===== config.mk =====
export PLATFORM = sky130hd
export DESIGN_NAME = nes_poll_ctrl
export DESIGN_NICKNAME = d
export VERILOG_FILES = /design/src/rtl/nes_pkg.sv /design/src/rtl/nes_tick_gen.sv /design/src/rtl/nes_poll_ctrl.sv
export SDC_FILE = /design/constraint.sdc
export NUM_CORES = 1
export LEC_CHECK = 0
export ABC_AREA = 1
export CAP_MARGIN = 30
export CORE_MARGIN = 2
export CORE_UTILIZATION = 46
export DETAILED_ROUTE_END_ITERATION = 6
export GPL_TIMING_DRIVEN = 0
export PLACE_DENSITY = 0.69
export SYNTH_ARGS = -nofsm -noshare
export SYNTH_HDL_FRONTEND = slang
export SYNTH_HIERARCHICAL = 1
export SYNTH_SLANG_ARGS = --single-unit

===== constraint.sdc =====
create_clock -name CLK -period 1.6 [get_ports CLK]
set_input_delay 0.32 -clock CLK [delete_from_list [all_inputs] [get_ports CLK]]
set_output_delay 0.32 -clock CLK [all_outputs]
set_load 0.01 [all_outputs]

===== src/rtl/nes_pkg.sv =====
// Shared types and constants for the NES controller polling block.
package nes_pkg;

    typedef enum logic [1:0] {
        StIdle,
        StLatch,
        StShift,
        StDone
    } nes_state_e;

    // Bit positions within buttons1/buttons2 (serial order from the controller)
    localparam int unsigned BtnA      = 0;
    localparam int unsigned BtnB      = 1;
    localparam int unsigned BtnSelect = 2;
    localparam int unsigned BtnStart  = 3;
    localparam int unsigned BtnUp     = 4;
    localparam int unsigned BtnDown   = 5;
    localparam int unsigned BtnLeft   = 6;
    localparam int unsigned BtnRight  = 7;

    localparam int unsigned NumButtons = 8;

    localparam int unsigned DefaultClkDiv    = 4;
    localparam int unsigned DefaultPollTicks = 100;

endpackage


===== src/rtl/nes_tick_gen.sv =====
// Protocol tick divider: one-cycle tick every CLK_DIV clocks, restartable via clear.
module nes_tick_gen
    import nes_pkg::*;
#(
    parameter int unsigned CLK_DIV = DefaultClkDiv
) (
    input  logic CLK,
    input  logic reset_n,
    input  logic clear,
    output logic tick
);

    localparam int unsigned CntW = $clog2(CLK_DIV);

    logic [CntW-1:0] r_cnt;

    assign tick = (r_cnt == CntW'(CLK_DIV - 1));

    always_ff @(posedge CLK or negedge reset_n) begin
        if (!reset_n) begin
            r_cnt <= '0;
        end else if (clear || tick) begin
            r_cnt <= '0;
        end else begin
            r_cnt <= r_cnt + 1'b1;
        end
    end

endmodule


===== src/rtl/nes_poll_ctrl.sv =====
// Polls two NES controllers (latch + 8 serial slots) on request or periodically,
// publishing both button bytes atomically with a one-cycle valid pulse.
module nes_poll_ctrl
    import nes_pkg::*;
#(
    parameter int unsigned CLK_DIV    = DefaultClkDiv,
    parameter int unsigned POLL_TICKS = DefaultPollTicks
) (
    input  logic       CLK,
    input  logic       reset_n,
    input  logic       en,
    input  logic       poll_req,
    input  logic       data1,
    input  logic       data2,
    output logic       nes_latch,
    output logic       nes_clk,
    output logic [7:0] buttons1,
    output logic [7:0] buttons2,
    output logic       valid,
    output logic       busy
);

    localparam int unsigned PerW = $clog2(POLL_TICKS);

    logic            r_data1_meta, r_data1_sync;
    logic            r_data2_meta, r_data2_sync;
    nes_state_e      r_state, w_state_next;
    logic            r_half, w_half_next;
    logic [2:0]      r_slot, w_slot_next;
    logic [PerW-1:0] r_period;
    logic            r_pending;
    logic [7:0]      r_shadow1, r_shadow2;
    logic [7:0]      w_shadow1_next, w_shadow2_next;
    logic [7:0]      r_buttons1, r_buttons2;
    logic            r_nes_latch, r_nes_clk;
    logic            w_nes_latch_next, w_nes_clk_next;
    logic            w_tick, w_start, w_sample, w_load, w_periodic;

    always_ff @(posedge CLK or negedge reset_n) begin
        if (!reset_n) begin
            r_data1_meta <= 1'b1;
            r_data1_sync <= 1'b1;
            r_data2_meta <= 1'b1;
            r_data2_sync <= 1'b1;
        end else begin
            r_data1_meta <= data1;
            r_data1_sync <= r_data1_meta;
            r_data2_meta <= data2;
            r_data2_sync <= r_data2_meta;
        end
    end

    nes_tick_gen #(
        .CLK_DIV(CLK_DIV)
    ) u_tick_gen (
        .CLK    (CLK),
        .reset_n(reset_n),
        .clear  (w_start),
        .tick   (w_tick)
    );

    assign w_periodic = en && w_tick && (r_period == PerW'(POLL_TICKS - 1));

    always_comb begin
        w_state_next = r_state;
        w_half_next  = r_half;
        w_slot_next  = r_slot;
        w_start      = 1'b0;
        w_sample     = 1'b0;
        unique case (r_state)
            StIdle: begin
                if (poll_req || r_pending || w_periodic) begin
                    w_start      = 1'b1;
                    w_state_next = StLatch;
                    w_half_next  = 1'b0;
                    w_slot_next  = 3'd0;
                end
            end
            StLatch: begin
                if (w_tick) begin
                    if (r_half) begin
                        w_state_next = StShift;
                        w_half_next  = 1'b0;
                        w_slot_next  = 3'd0;
                    end else begin
                        w_half_next = 1'b1;
                    end
                end
            end
            StShift: begin
                if (w_tick) begin
                    if (r_half) begin
                        w_sample    = 1'b1;
                        w_half_next = 1'b0;
                        if (r_slot == 3'(NumButtons - 1)) begin
                            w_state_next = StDone;
                        end else begin
                            w_slot_next = r_slot + 3'd1;
                        end
                    end else begin
                        w_half_next = 1'b1;
                    end
                end
            end
            StDone: begin
                w_state_next = StIdle;
            end
            default: begin
                w_state_next = StIdle;
            end
        endcase
    end

    // The final slot's sample is merged here so buttons update on the edge into
    // DONE, making new data visible in the same cycle as valid.
    always_comb begin
        w_shadow1_next = r_shadow1;
        w_shadow2_next = r_shadow2;
        if (w_sample) begin
            w_shadow1_next[r_slot] = ~r_data1_sync;
            w_shadow2_next[r_slot] = ~r_data2_sync;
        end
    end

    assign w_load = w_sample && (w_state_next == StDone);

    always_comb begin
        w_nes_latch_next = (w_state_next == StLatch);
        w_nes_clk_next   = (w_state_next == StShift) && (w_slot_next != 3'd0) && !w_half_next;
    end

    always_ff @(posedge CLK or negedge reset_n) begin
        if (!reset_n) begin
            r_state <= StIdle;
            r_half  <= 1'b0;
            r_slot  <= 3'd0;
        end else begin
            r_state <= w_state_next;
            r_half  <= w_half_next;
            r_slot  <= w_slot_next;
        end
    end

    always_ff @(posedge CLK or negedge reset_n) begin
        if (!reset_n) begin
            r_period <= '0;
        end else if (w_start || !en) begin
            r_period <= '0;
        end else if ((r_state == StIdle) && w_tick) begin
            r_period <= r_period + 1'b1;
        end
    end

    always_ff @(posedge CLK or negedge reset_n) begin
        if (!reset_n) begin
            r_pending <= 1'b0;
        end else if (w_start) begin
            r_pending <= 1'b0;
        end else if (poll_req && (r_state != StIdle)) begin
            r_pending <= 1'b1;
        end
    end

    always_ff @(posedge CLK or negedge reset_n) begin
        if (!reset_n) begin
            r_shadow1   <= 8'h00;
            r_shadow2   <= 8'h00;
            r_buttons1  <= 8'h00;
            r_buttons2  <= 8'h00;
            r_nes_latch <= 1'b0;
            r_nes_clk   <= 1'b0;
        end else begin
            r_shadow1   <= w_shadow1_next;
            r_shadow2   <= w_shadow2_next;
            r_nes_latch <= w_nes_latch_next;
            r_nes_clk   <= w_nes_clk_next;
            if (w_load) begin
                r_buttons1 <= w_shadow1_next;
                r_buttons2 <= w_shadow2_next;
            end
        end
    end

    assign nes_latch = r_nes_latch;
    assign nes_clk   = r_nes_clk;
    assign buttons1  = r_buttons1;
    assign buttons2  = r_buttons2;
    assign valid     = (r_state == StDone);
    assign busy      = (r_state != StIdle);

endmodule


==> results of run 1 <==
[registers in the layout, summed over array words and instances, names as in the netlist, 2 cells and up]
signal            cells
buttons1              8
buttons2              8
r_period              7
r_shadow1             8
r_shadow2             8
r_slot                3
r_state               2
u_tick_gen/r_cnt      2
[layer usage]
| layer | routed length [um] | global-route usage, % | up-vias |
|---|---|---|---|
| met2 | 2660 | 30.9 | 34 |
| met3 | 163 | 4.14 | 14 |
| met1 | 2420 | 24.0 | 948 |
| met5 | 0 | 0 | - |
| li1 | - | - | 979 |
| met4 | 133 | 6.14 | 0 |
[metrics by stage]
stage | utilization, % | total power [uW] | instances | TNS, ps | hold WS [ps]
finish | 64.4 | 3590 | 407 | -933 | 364
global route | 64.4 | 3790 | 407 | -4410 | 371
CTS | 61.1 | 3420 | 401 | -659 | 365
detailed placement | 53.4 | 2180 | 369 | -6720 | 285
global placement | 53.1 | 2150 | 368 | -81630 | 346
floorplan | - | 1980 | 271 | 0 | 24.4
[placed cells by master (no fill, tap or decap), drive strengths merged, types with 4 or more instances in the layout]
cell	netlist	final
o21ai	17	17
ha	8	8
clkbuf	2	7
dfstp	4	4
o21a	16	16
dfrtp	50	50
buf	3	36
a21oi	5	5
inv	41	42
nor2	24	24
clkdlybuf4s50	0	18
nand2	72	72
xor2	4	4
nand3	16	16
[kinds of logic (layout without fill, tap and decap cells)]
group | count (synthesis) | count (layout)
AOI/OAI and AO/OA | 40 | 40
xor gates and xnor gates | 4 | 4
adders and majority gates | 8 | 8
buffers and inverters | 46 | 110
DFF | 54 | 54
and+or+nand+nor | 119 | 119
[layout make-up]
| cell class | count | area, sq um |
|---|---|---|
| fillers | 433 | 1940 |
| flip-flops and latches | 54 | 1360 |
| multi-input cells | 171 | 1230 |
| repair buffers | 57 | 515 |
| inverters | 41 | 159 |
| well taps | 72 | 90.1 |
| clock buffers | 5 | 68.8 |
| clock inverters | 3 | 48.8 |
| plain buffers | 4 | 37.5 |
[power breakdown]
part | internal, uW | switching [uW]
logic | 541 | 580
registers | 1450 | 64.9
clock network | 477 | 478
total | 2470 | 1120
[how the worst min path moves through the flow]
| stage | end | cells after the start | slack (ps) | startpoint |
|---|---|---|---|---|
| finish | r_data1_sync | 0 | 360 | r_data1_meta |
| global route | r_data2_sync | 0 | 370 | r_data2_meta |
| CTS | r_data1_sync | 0 | 370 | r_data1_meta |
| detailed placement | r_period[4] | 1 | 280 | reset_n |
| global placement | r_data1_sync | 0 | 350 | r_data1_meta |
| floorplan | buttons1[0] | 0 | 20 | reset_n |
[timing repair]
action,4_1_cts,5_1_grt
gates resized for setup,34,48
hold buffers,1,0
endpoints found under the setup margin,37,47
pin swaps,11,21
hold endpoints to repair,16,0
setup buffers,22,8
cloned,1,0
==> results by group, run 1 <==
Status
  • Outcome: finished with violations
  • Failing checks: negative setup slack

Timing
  • Max-slew violations: 0
  • Relative slew slack: 70.5%
  • Fmax: between 500 and 600 MHz
  • Final setup margin: -73.0 ps
  • Worst Max-Slew Pin Slew: 443 ps
  • Final hold viol count: 0
  • # setup viols final: 25
  • RSZ-0062 raised after global routing: yes
  • Crit path time final: approximately 1700 ps
  • Period utilisation layout: 105%
  • Final Skew: around 9 ps

Setup path
  • Buf+Inv Stages, Crit Path: 3
  • Top delay family on crit path: simple AND/OR/NAND/NOR gates
  • Crit path depth: 11
  • R2R cell count: 11
  • Crit-path max FO: 4
  • Worst path most repeated cell: buf_4
  • R2R Path Start: u_tick_gen/r_cnt[0]
  • Crit Path Class: flop to flop
  • CP required: 1810 ps
  • Setup crit start: u_tick_gen/r_cnt[0]
  • CP arrival: between 1500 and 2000 ps
  • Slowest cell on the critical path: dfrtp_1
  • CP endpoint kind: flop
  • Crit-path cells: ha_4 -> nand2_4 -> a21oi_4 -> buf_4 -> buf_4 -> buf_4 -> nand3_1 -> nand2_1 -> nand2_1 -> nor2_1 -> nor2_1
  • Max incr delay on CP: 420 ps
  • Reg2reg end: nes_clk
  • R2r setup slk: -70 ps
  • CP Launch Type: flop
  • End of the critical path: nes_clk

Clock network
  • Clock Path Buffers: 2
  • Worst-skew pair later-pin latency: 310 ps
  • CTS root buf: clkbuf_8
  • TritonCTS buffer count: 5
  • Worst-path clk slew: between 100 and 150 ps
  • H-tree depth: 2
  • CTS tree: yes
  • Clock sinks: between 50 and 60

Synth
  • Synth warnings: 6
  • Syn nets: between 200 and 300
  • Complex-gate fraction of the synthesized area: 12.1%
  • Simple-Gate Fraction of Synth Area: 21.6%
  • Seq cells post-synth: 54
  • Largest family of logic cells by synthesized area: simple AND/OR/NAND/NOR gates
  • Mux cell area share after synthesis: 0%
  • Area contributors post-synth: dfrtp_1, nand2_1, inv_1
  • Synth Area in XOR/XNOR: roughly 1.4%
  • Synth Area in Adders: 3.94%
  • Synth top cells by count: nand2_1, dfrtp_1, inv_1
  • Syn Inst Count: 271
  • Fraction of registers with async set/reset: 100%
  • Mapped Area: 2540 sq um
  • Post-synth EDFFs: 0
  • Mean post-synth cell area: 9.39 sq um
  • Area leader, netlist: dfrtp_1
  • Sequential area share after synthesis: 53.3%
  • Yosys cell types: 29
  • Post-synth top area share: 49.2%
  • Top FF cell, synth: dfrtp_1
  • Cell with the most instances after synthesis: nand2_1

Finish
  • Area grow syn2layout: 37.7%
  • Layout cells sized above 1: around 36%
  • Antenna diode count: 0
  • Layout Nets: 348
  • Final Instance Area: 3500 sq um

Detailed routing
  • Average wire per standard cell: 13.2 um
  • Antenna Nets Post-Route: 0
  • DR pass1 iterations: 4
  • Final wirelength: 5.38 mm
  • DRT iter0 DRCs: 108
  • Via density: slightly below 5
  • Via count: about 2000
  • DRC: 0

GRT
  • GR Overflow Total: 0
  • GRT Total Usage: 18.5%
  • Antenna violations before repair: 0
  • First-pass GRT wire length: around 9 mm
  • Vias in the first global route: 2015
  • Largest net degree at the start of global routing: 39

Placed design
  • Pre-CTS setup slack: -294 ps
  • Hpwl dp: 3.20 mm
  • Placement Cell Area: between 2000 and 3000 sq um
  • Port bufs: 25
  • Final GP Congestion: 0.830

Power
  • Maximum VDD drop: just under 700 uV
  • P_leak: 0.00181 uW
  • PwrDens: 1030 nW/um^2

Floorplanning
  • Starting Density: between 40% and 50%
  • Core Area: 5440 sq um
  • Die W: 78.4 um
  • Top-level I/O count: 26
  • Die H: 78.4 um
  • Die ar.: 6140 sq um
  • # rows: 27

Hold path
  • Class of the tightest hold or removal check: flop to flop

Run
  • Max Cap Violations: 0
Note: power is estimated with default switching activity, not from simulation.
==> inputs of run 2 (changes only) <==
--- a/config.mk
+++ b/config.mk
@@ -7,7 +7,6 @@
 export LEC_CHECK = 0
 export ABC_AREA = 1
 export CAP_MARGIN = 30
-export CORE_MARGIN = 2
 export CORE_UTILIZATION = 46
 export DETAILED_ROUTE_END_ITERATION = 6
 export GPL_TIMING_DRIVEN = 0
==> run 2 against run 1 <==
  * The flow still finishes with violations (negative setup slack)
  * Global-route usage decreased by 0.090 points
  * Combinational power decreased by 23%
  * Final area is 7.4% lower
  * Clock power shrank 12%
  * First-iteration DRC count shrank 19%
  * Critical path depth stayed put
  * Clock skew fell by 3.7 ps
  * Register-to-register slack better by 20 ps
  * Power is 11% lower
  * Clock-buffer cell count rose by 2
  * Largest cell class unchanged
==> results by group, run 2 (synthesis gave the netlist of run 1 again) <==
Timing
  • # setup viols final: 20 (-20%)
  • Worst Max-Slew Pin Slew: 452 ps (+9.64 ps)
  • Crit path time final: 1650 ps (-23.5 ps)
  • Period utilisation layout: 103% (-1.5 points)
  • Worst hold slack: 363 ps (-0.946 ps)
  • Max-slew violations: 0 (unchanged)
  • Relative slew slack: 69.8% (-0.64 points)
  • RSZ-0062 raised after global routing: yes
  • Final setup margin: -49.5 ps (+23.5 ps)
  • Final Skew: 5.48 ps (-3.71 ps)
  • Final hold viol count: 0 (unchanged)
  • Fmax: 606 MHz (+1.4%)

Finish
  • Final Instance Area: 3240 sq um (-7.4%)
  • Layout cells sized above 1: 28.2% (-7.9 points)
  • Fin util: 62.3% (-2.1 points)
  • Area grow syn2layout: 27.5%
  • Antenna diode count: 0 (unchanged)
  • Layout Nets: 332 (-4.6%)
  • Commonest cells after routing, fill and taps aside: nand2_1, dfrtp_1, inv_1, clkdlybuf4s50_1, nor2_1
  • Most common cell after layout, fill and taps aside: nand2_1

Setup path
  • Reg2reg end: buttons2[7]
  • CP endpoint kind: flop
  • CP required: 1810 ps (about the same)
  • Crit Path Class: flop to flop
  • R2R Path Start: r_slot[1]
  • CP Launch Type: flop
  • R2R cell count: 11 (unchanged)
  • Setup crit start: r_slot[1]
  • Crit-path max FO: 10 (+6)
  • CP arrival: 1860 ps (-20 ps)
  • R2r setup slk: -50 ps (+20 ps)

Floorplanning
  • Die ar.: 5830 sq um (-5.0%)
  • Die W: 76.4 um (-2.6%)
  • Starting Density: 48.9% (+2.1 points)
  • Core Area: 5200 sq um (-4.3%)
  • # rows: 26 (-3.7%)
  • Top-level I/O count: 26 (unchanged)
  • Die H: 76.4 um (-2.6%)

Power
  • Sw Share: 30.5% (-0.78 points)
  • Seq pwr share: 46.9% (+4.7 points)
  • Clk pwr share: 26.4% (-0.2 points)
  • Pint: 2230 uW (-9.8%)
  • Maximum VDD drop: 654 uV (-4.5%)
  • Net Sw Power: 976 uW (-13%)
  • PwrDens: 988 nW/um^2 (-3.7%)
  • Gate power share: 26.7% (-4.5 points)
  • Total power: 3200 uW (-11%)
  • P_leak: 0.00161 uW (-11%)

Clock network
  • H-tree depth: 2 (unchanged)
  • CTS root buf: clkbuf_8
  • CTS tree: yes
  • Clock Path Buffers: 2 (unchanged)
  • TritonCTS buffer count: 5 (unchanged)
  • Worst-skew pair later-pin latency: 310 ps (about the same)
  • Clock sinks: 54 (unchanged)
  • Worst-path clk slew: 90 ps (-20 ps)

Detailed routing
  • Antenna Nets Post-Route: 0 (unchanged)
  • DR pass1 iterations: 4 (unchanged)
  • Via density: 4.77 (-1.7%)
  • Via count: 1855 (-6.1%)
  • Average wire per standard cell: 12.5 um (-5.3%)
  • DRC: 0 (unchanged)
  • Final wirelength: 4.86 mm (-9.5%)
  • DRT iter0 DRCs: 88 (-19%)

Hold path
  • Hold endpoint: r_data1_sync
  • Worst Hold Launch: r_data1_meta
  • Class of the tightest hold or removal check: flop to flop
  • Hold depth: 0 (unchanged)

GRT
  • First-pass GRT wire length: 8.34 mm (-7.4%)
  • Largest net degree at the start of global routing: 38 (-2.6%)
  • GR Overflow Total: 0 (unchanged)
  • Vias in the first global route: 1824 (-9.5%)
  • Antenna violations before repair: 0 (unchanged)
  • GRT Total Usage: 18.4% (-0.090 points)

Status
  • Failing checks: negative setup slack
  • Outcome: finished with violations

Placed design
  • Final GP Congestion: 0.805 (-3.0%)
  • Placement Cell Area: 2900 sq um (about the same)
  • Hpwl dp: 3.26 mm (+2.0%)
  • Port bufs: 25 (unchanged)

Run
  • Max Cap Violations: 0 (unchanged)
## run 2: cell count changes in the layout (fill, tap and decap cells not counted), moves of 3 or more
cell,delta
nand2_1,+7
clkdlybuf4s50_1,+4
nand2_4,-5
buf_6,-4
dlymetal6s2s_1,-3
buf_4,-13
## run 2: routing by layer
layer | share of wire, % | routed length (um) | GRT usage, %
met5 | 0 | 0 | 0
met4 | 2.1 | 104 | 8.08
met3 | 2.5 | 120 | 2.87
met2 | 50 | 2460 | 30.8
met1 | 45 | 2180 | 23.7
## run 2: through the flow
step	std cells	TNS, ps	setup slack [ps]
2_1_floorplan	271	0	27.4
6_report	389	-680	-49.5
4_1_cts	384	-424	-38.5
3_3_place_gp	366	-80480	-1420
5_1_grt	389	-3540	-157
3_5_place_dp	367	-7150	-306
## run 2: final cells by class
cell class                      instances  area [sq um]
Clock inverter                          1          8.76
Tap cell                               70          87.6
Multi-Input combinational cell        171          1110
Sequential cell                        54          1360
Fill cell                             459          1960
Clock buffer                            7          96.3
Inverter                               41           154
Timing Repair Buffer                   40           373
Buffer                                  5          57.6
## run 2: worst max-delay path by stage
stage	depth (start not counted)	to
after floorplan	10	buttons1[5]
after global placement	1	buttons1[2]
after detailed placement	11	buttons2[7]
after CTS	11	buttons2[7]
after global routing	11	buttons1[4]
final	11	buttons2[7]
## run 2: worst max-delay path, cell delays in order, from the launching register on
cell and delay [ps]:
dfrtp_1 380, ha_2 210, nand2_2 80, inv_2 100
nand3_1 90, nand3_1 90, nand2_2 70, nand2_4 90
nand3_4 130, buf_12 180, nand2_2 60, o21ai_2 50
## run 2: power by group through the flow
stage	sequential [uW]	clock (uW)	combinational (uW)
6_report	1500	845	857
5_1_grt	1510	915	952
4_1_cts	1500	865	804
3_5_place_dp	1530	0	664
3_3_place_gp	1520	0	639
2_1_floorplan	1520	0	455
## run 2: repair_timing
action                                  4_1_cts  5_1_grt
gates cloned                                  0        0
pin swaps                                     4        7
hold endpoints to repair                     17        0
hold buffers                                  1        0
endpoints found under the setup margin       37       39
buffers inserted                              8        5
gates resized for setup                      25       19
==> inputs of run 3 (changes only) <==
--- a/config.mk
+++ b/config.mk
@@ -7,11 +7,14 @@
 export LEC_CHECK = 0
 export ABC_AREA = 1
 export CAP_MARGIN = 30
+export CORE_ASPECT_RATIO = 0.7
 export CORE_UTILIZATION = 46
 export DETAILED_ROUTE_END_ITERATION = 6
 export GPL_TIMING_DRIVEN = 0
 export PLACE_DENSITY = 0.69
+export RECOVER_POWER = 50
 export SYNTH_ARGS = -nofsm -noshare
 export SYNTH_HDL_FRONTEND = slang
 export SYNTH_HIERARCHICAL = 1
 export SYNTH_SLANG_ARGS = --single-unit
+export TNS_END_PERCENT = 30
==> run 3 against run 2 <==
  * The flow still finishes with violations (negative setup slack)
  * Sequential share of layout area down 1.4 points
  * Non-clock buffer count up 6
  * Hold slack worse by 6.0 ps
  * Critical path type unchanged
  * Final cell count up 2.1%
==> results by group, run 3 (synthesis gave the netlist of run 1 again) <==
Placed design
  • Final GP Congestion: 0.795 (-1.2%)
  • Hpwl dp: 3.35 mm (+2.8%)
  • Placement Cell Area: 2900 sq um (about the same)
  • Placed cells: 369 (+0.54%)
  • Port bufs: 25 (unchanged)

Clock network
  • Worst-skew pair later-pin latency: 310 ps (about the same)
  • Worst-path clk slew: 100 ps (about the same)
  • CTS root buf: clkbuf_8
  • TritonCTS buffer count: 5 (unchanged)
  • Clock Path Buffers: 2 (unchanged)
  • CTS tree: yes
  • H-tree depth: 2 (unchanged)
  • Clock sinks: 54 (unchanged)

GRT
  • GRT Total Usage: 18.7% (+0.28 points)
  • Antenna violations before repair: 0 (unchanged)
  • First-pass GRT wire length: 8.46 mm (+1.4%)
  • Largest net degree at the start of global routing: 39 (+2.6%)
  • Vias in the first global route: 1786 (-2.1%)
  • GR Overflow Total: 0 (unchanged)

Timing
  • RSZ-0062 raised after global routing: yes
  • # setup viols final: 26 (+30%)
  • Final setup margin: -91.9 ps (-42.4 ps)
  • Max-slew violations: 0 (unchanged)
  • Final hold viol count: 0 (unchanged)
  • Fmax: 591 MHz (-2.5%)
  • Crit path time final: 1690 ps (+42.4 ps)
  • Period utilisation layout: 106% (+2.7 points)
  • Worst hold slack: 357 ps (-6.04 ps)
  • Worst Max-Slew Pin Slew: 1020 ps (+571 ps)
  • Relative slew slack: 31.8% (-38 points)
  • Final Skew: 6.17 ps (+0.689 ps)

Power
  • Clk pwr share: 27.3% (+0.9 points)
  • Total power: 3400 uW (+6.1%)
  • Maximum VDD drop: 512 uV (-22%)
  • Sw Share: 30.2% (-0.23 points)
  • Gate power share: 28.5% (+1.8 points)
  • Net Sw Power: 1030 uW (+5.3%)
  • PwrDens: 1010 nW/um^2 (+2.6%)
  • P_leak: 0.00168 uW (+4.6%)
  • Seq pwr share: 44.2% (-2.7 points)
  • Pint: 2370 uW (+6.4%)

Floorplanning
  • Die W: 90.9 um (+19%)
  • Core Area: 5290 sq um (+1.5%)
  • Starting Density: 48.1% (-0.74 points)
  • # rows: 22 (-15%)
  • Top-level I/O count: 26 (unchanged)
  • Die H: 64.2 um (-16%)
  • Die ar.: 5840 sq um (about the same)

Finish
  • Final Non-Filler Cells: 397 (+2.1%)
  • Layout cells sized above 1: 29.5% (+1.3 points)
  • Area grow syn2layout: 31.9%
  • Antenna diode count: 0 (unchanged)
  • Most common cell after layout, fill and taps aside: nand2_1
  • Final Instance Area: 3350 sq um (+3.4%)
  • Layout Nets: 338 (+1.8%)
  • Commonest cells after routing, fill and taps aside: nand2_1, dfrtp_1, inv_1, clkdlybuf4s50_1, nor2_1

Setup path
  • CP required: 1810 ps (about the same)
  • CP Launch Type: flop
  • Crit Path Class: flop to flop
  • R2R Path Start: r_period[1]
  • R2r setup slk: -90 ps (-40 ps)
  • CP endpoint kind: flop
  • Buf+Inv Stages, Crit Path: 1 (-1)
  • Top delay family on crit path: simple AND/OR/NAND/NOR gates
  • Reg2reg end: buttons1[0]
  • CP arrival: 1900 ps (+40 ps)
  • R2R cell count: 11 (unchanged)
  • Max incr delay on CP: 420 ps (+40 ps)
  • Crit-path cells: ha_4 -> nand2_1 -> nor2_1 -> nand2_2 -> nand2_2 -> nand2_4 -> nand3_4 -> nand3_4 -> clkbuf_16 -> nand2_1 -> o21ai_2
  • Slowest cell on the critical path: dfrtp_1
  • Crit-path max FO: 6 (-4)

Detailed routing
  • Via density: 4.74 (-0.64%)
  • Antenna Nets Post-Route: 0 (unchanged)
  • Final wirelength: 5.18 mm (+6.4%)
  • Via count: 1881 (+1.4%)
  • DRT iter0 DRCs: 129 (+47%)
  • DRC: 0 (unchanged)
  • Average wire per standard cell: 13.0 um (+4.3%)
  • DR pass1 iterations: 4 (unchanged)

Hold path
  • Class of the tightest hold or removal check: flop to flop
  • Worst Hold Launch: r_data2_meta
  • Hold endpoint: r_data2_sync
  • Hold depth: 0 (unchanged)

Run
  • Max Cap Violations: 0 (unchanged)

Status
  • Failing checks: negative setup slack
  • Outcome: finished with violations
[run 3: changes by cell type in the layout (fill, tap and decap cells not counted), moves of 2 or more]
cell | previous run | this run
clkbuf_8 | 7 | 5
ha_2 | 2 | 0
clkdlybuf4s50_1 | 22 | 19
clkbuf_16 | 0 | 2
buf_4 | 12 | 15
dlygate4sd3_1 | 1 | 3
[run 3: how the worst max path moves through the flow]
stage / startpoint / to / slack, ps / cells past startpoint
3_5_place_dp: en / buttons2[7] / -290 / 11
4_1_cts: u_tick_gen/r_cnt[0] / buttons2[3] / -70 / 11
3_3_place_gp: reset_n / r_period[2] / -1460 / 1
2_1_floorplan: r_state[0] / buttons1[5] / 30 / 10
6_report: r_period[1] / buttons1[0] / -90 / 11
5_1_grt: r_slot[1] / buttons1[0] / -210 / 11
[run 3: through the flow]
| stage | util [%] | setup TNS [ps] | setup slack, ps |
|---|---|---|---|
| CTS | 59.7 | -838 | -67.8 |
| global placement | 54.7 | -82570 | -1460 |
| finish | 63.5 | -1290 | -91.9 |
| floorplan | - | 0 | 27.4 |
| detailed placement | 54.9 | -7430 | -293 |
| global route | 63.5 | -6480 | -211 |
[run 3: layer usage]
| metal | vias up | share of wire [%] | track usage [%] |
|---|---|---|---|
| met4 | 0 | 0.77 | 5.36 |
| met2 | 32 | 45 | 28.1 |
| met5 | - | 0 | 0 |
| met3 | 5 | 3.9 | 4.05 |
| met1 | 886 | 51 | 27.3 |
| li1 | 958 | - | - |
[run 3: cell type report]
class | count | area, sq um
clock inverter | 3 | 43.8
timing repair buffer | 46 | 458
inverter | 41 | 156
sequential | 54 | 1360
fill | 442 | 1930
multi-input combinational | 171 | 1120
clock buffer | 5 | 68.8
tap | 72 | 90.1
buffer | 5 | 62.6
[run 3: power groups by stage]
stage / clock (uW) / combinational, uW / sequential (uW)
global route: 1020 / 1070 / 1510
finish: 928 / 967 / 1500
floorplan: 0 / 455 / 1520
global placement: 0 / 650 / 1530
CTS: 961 / 800 / 1500
detailed placement: 0 / 659 / 1530
[run 3: repair_timing]
action | CTS | global route
setup buffers | 8 | 9
gates resized for setup | 27 | 23
pin swaps | 6 | 15
cloned | 0 | 2
hold buffers | 1 | 0
endpoints found under the setup margin | 37 | 39
hold endpoints to repair | 16 | 0
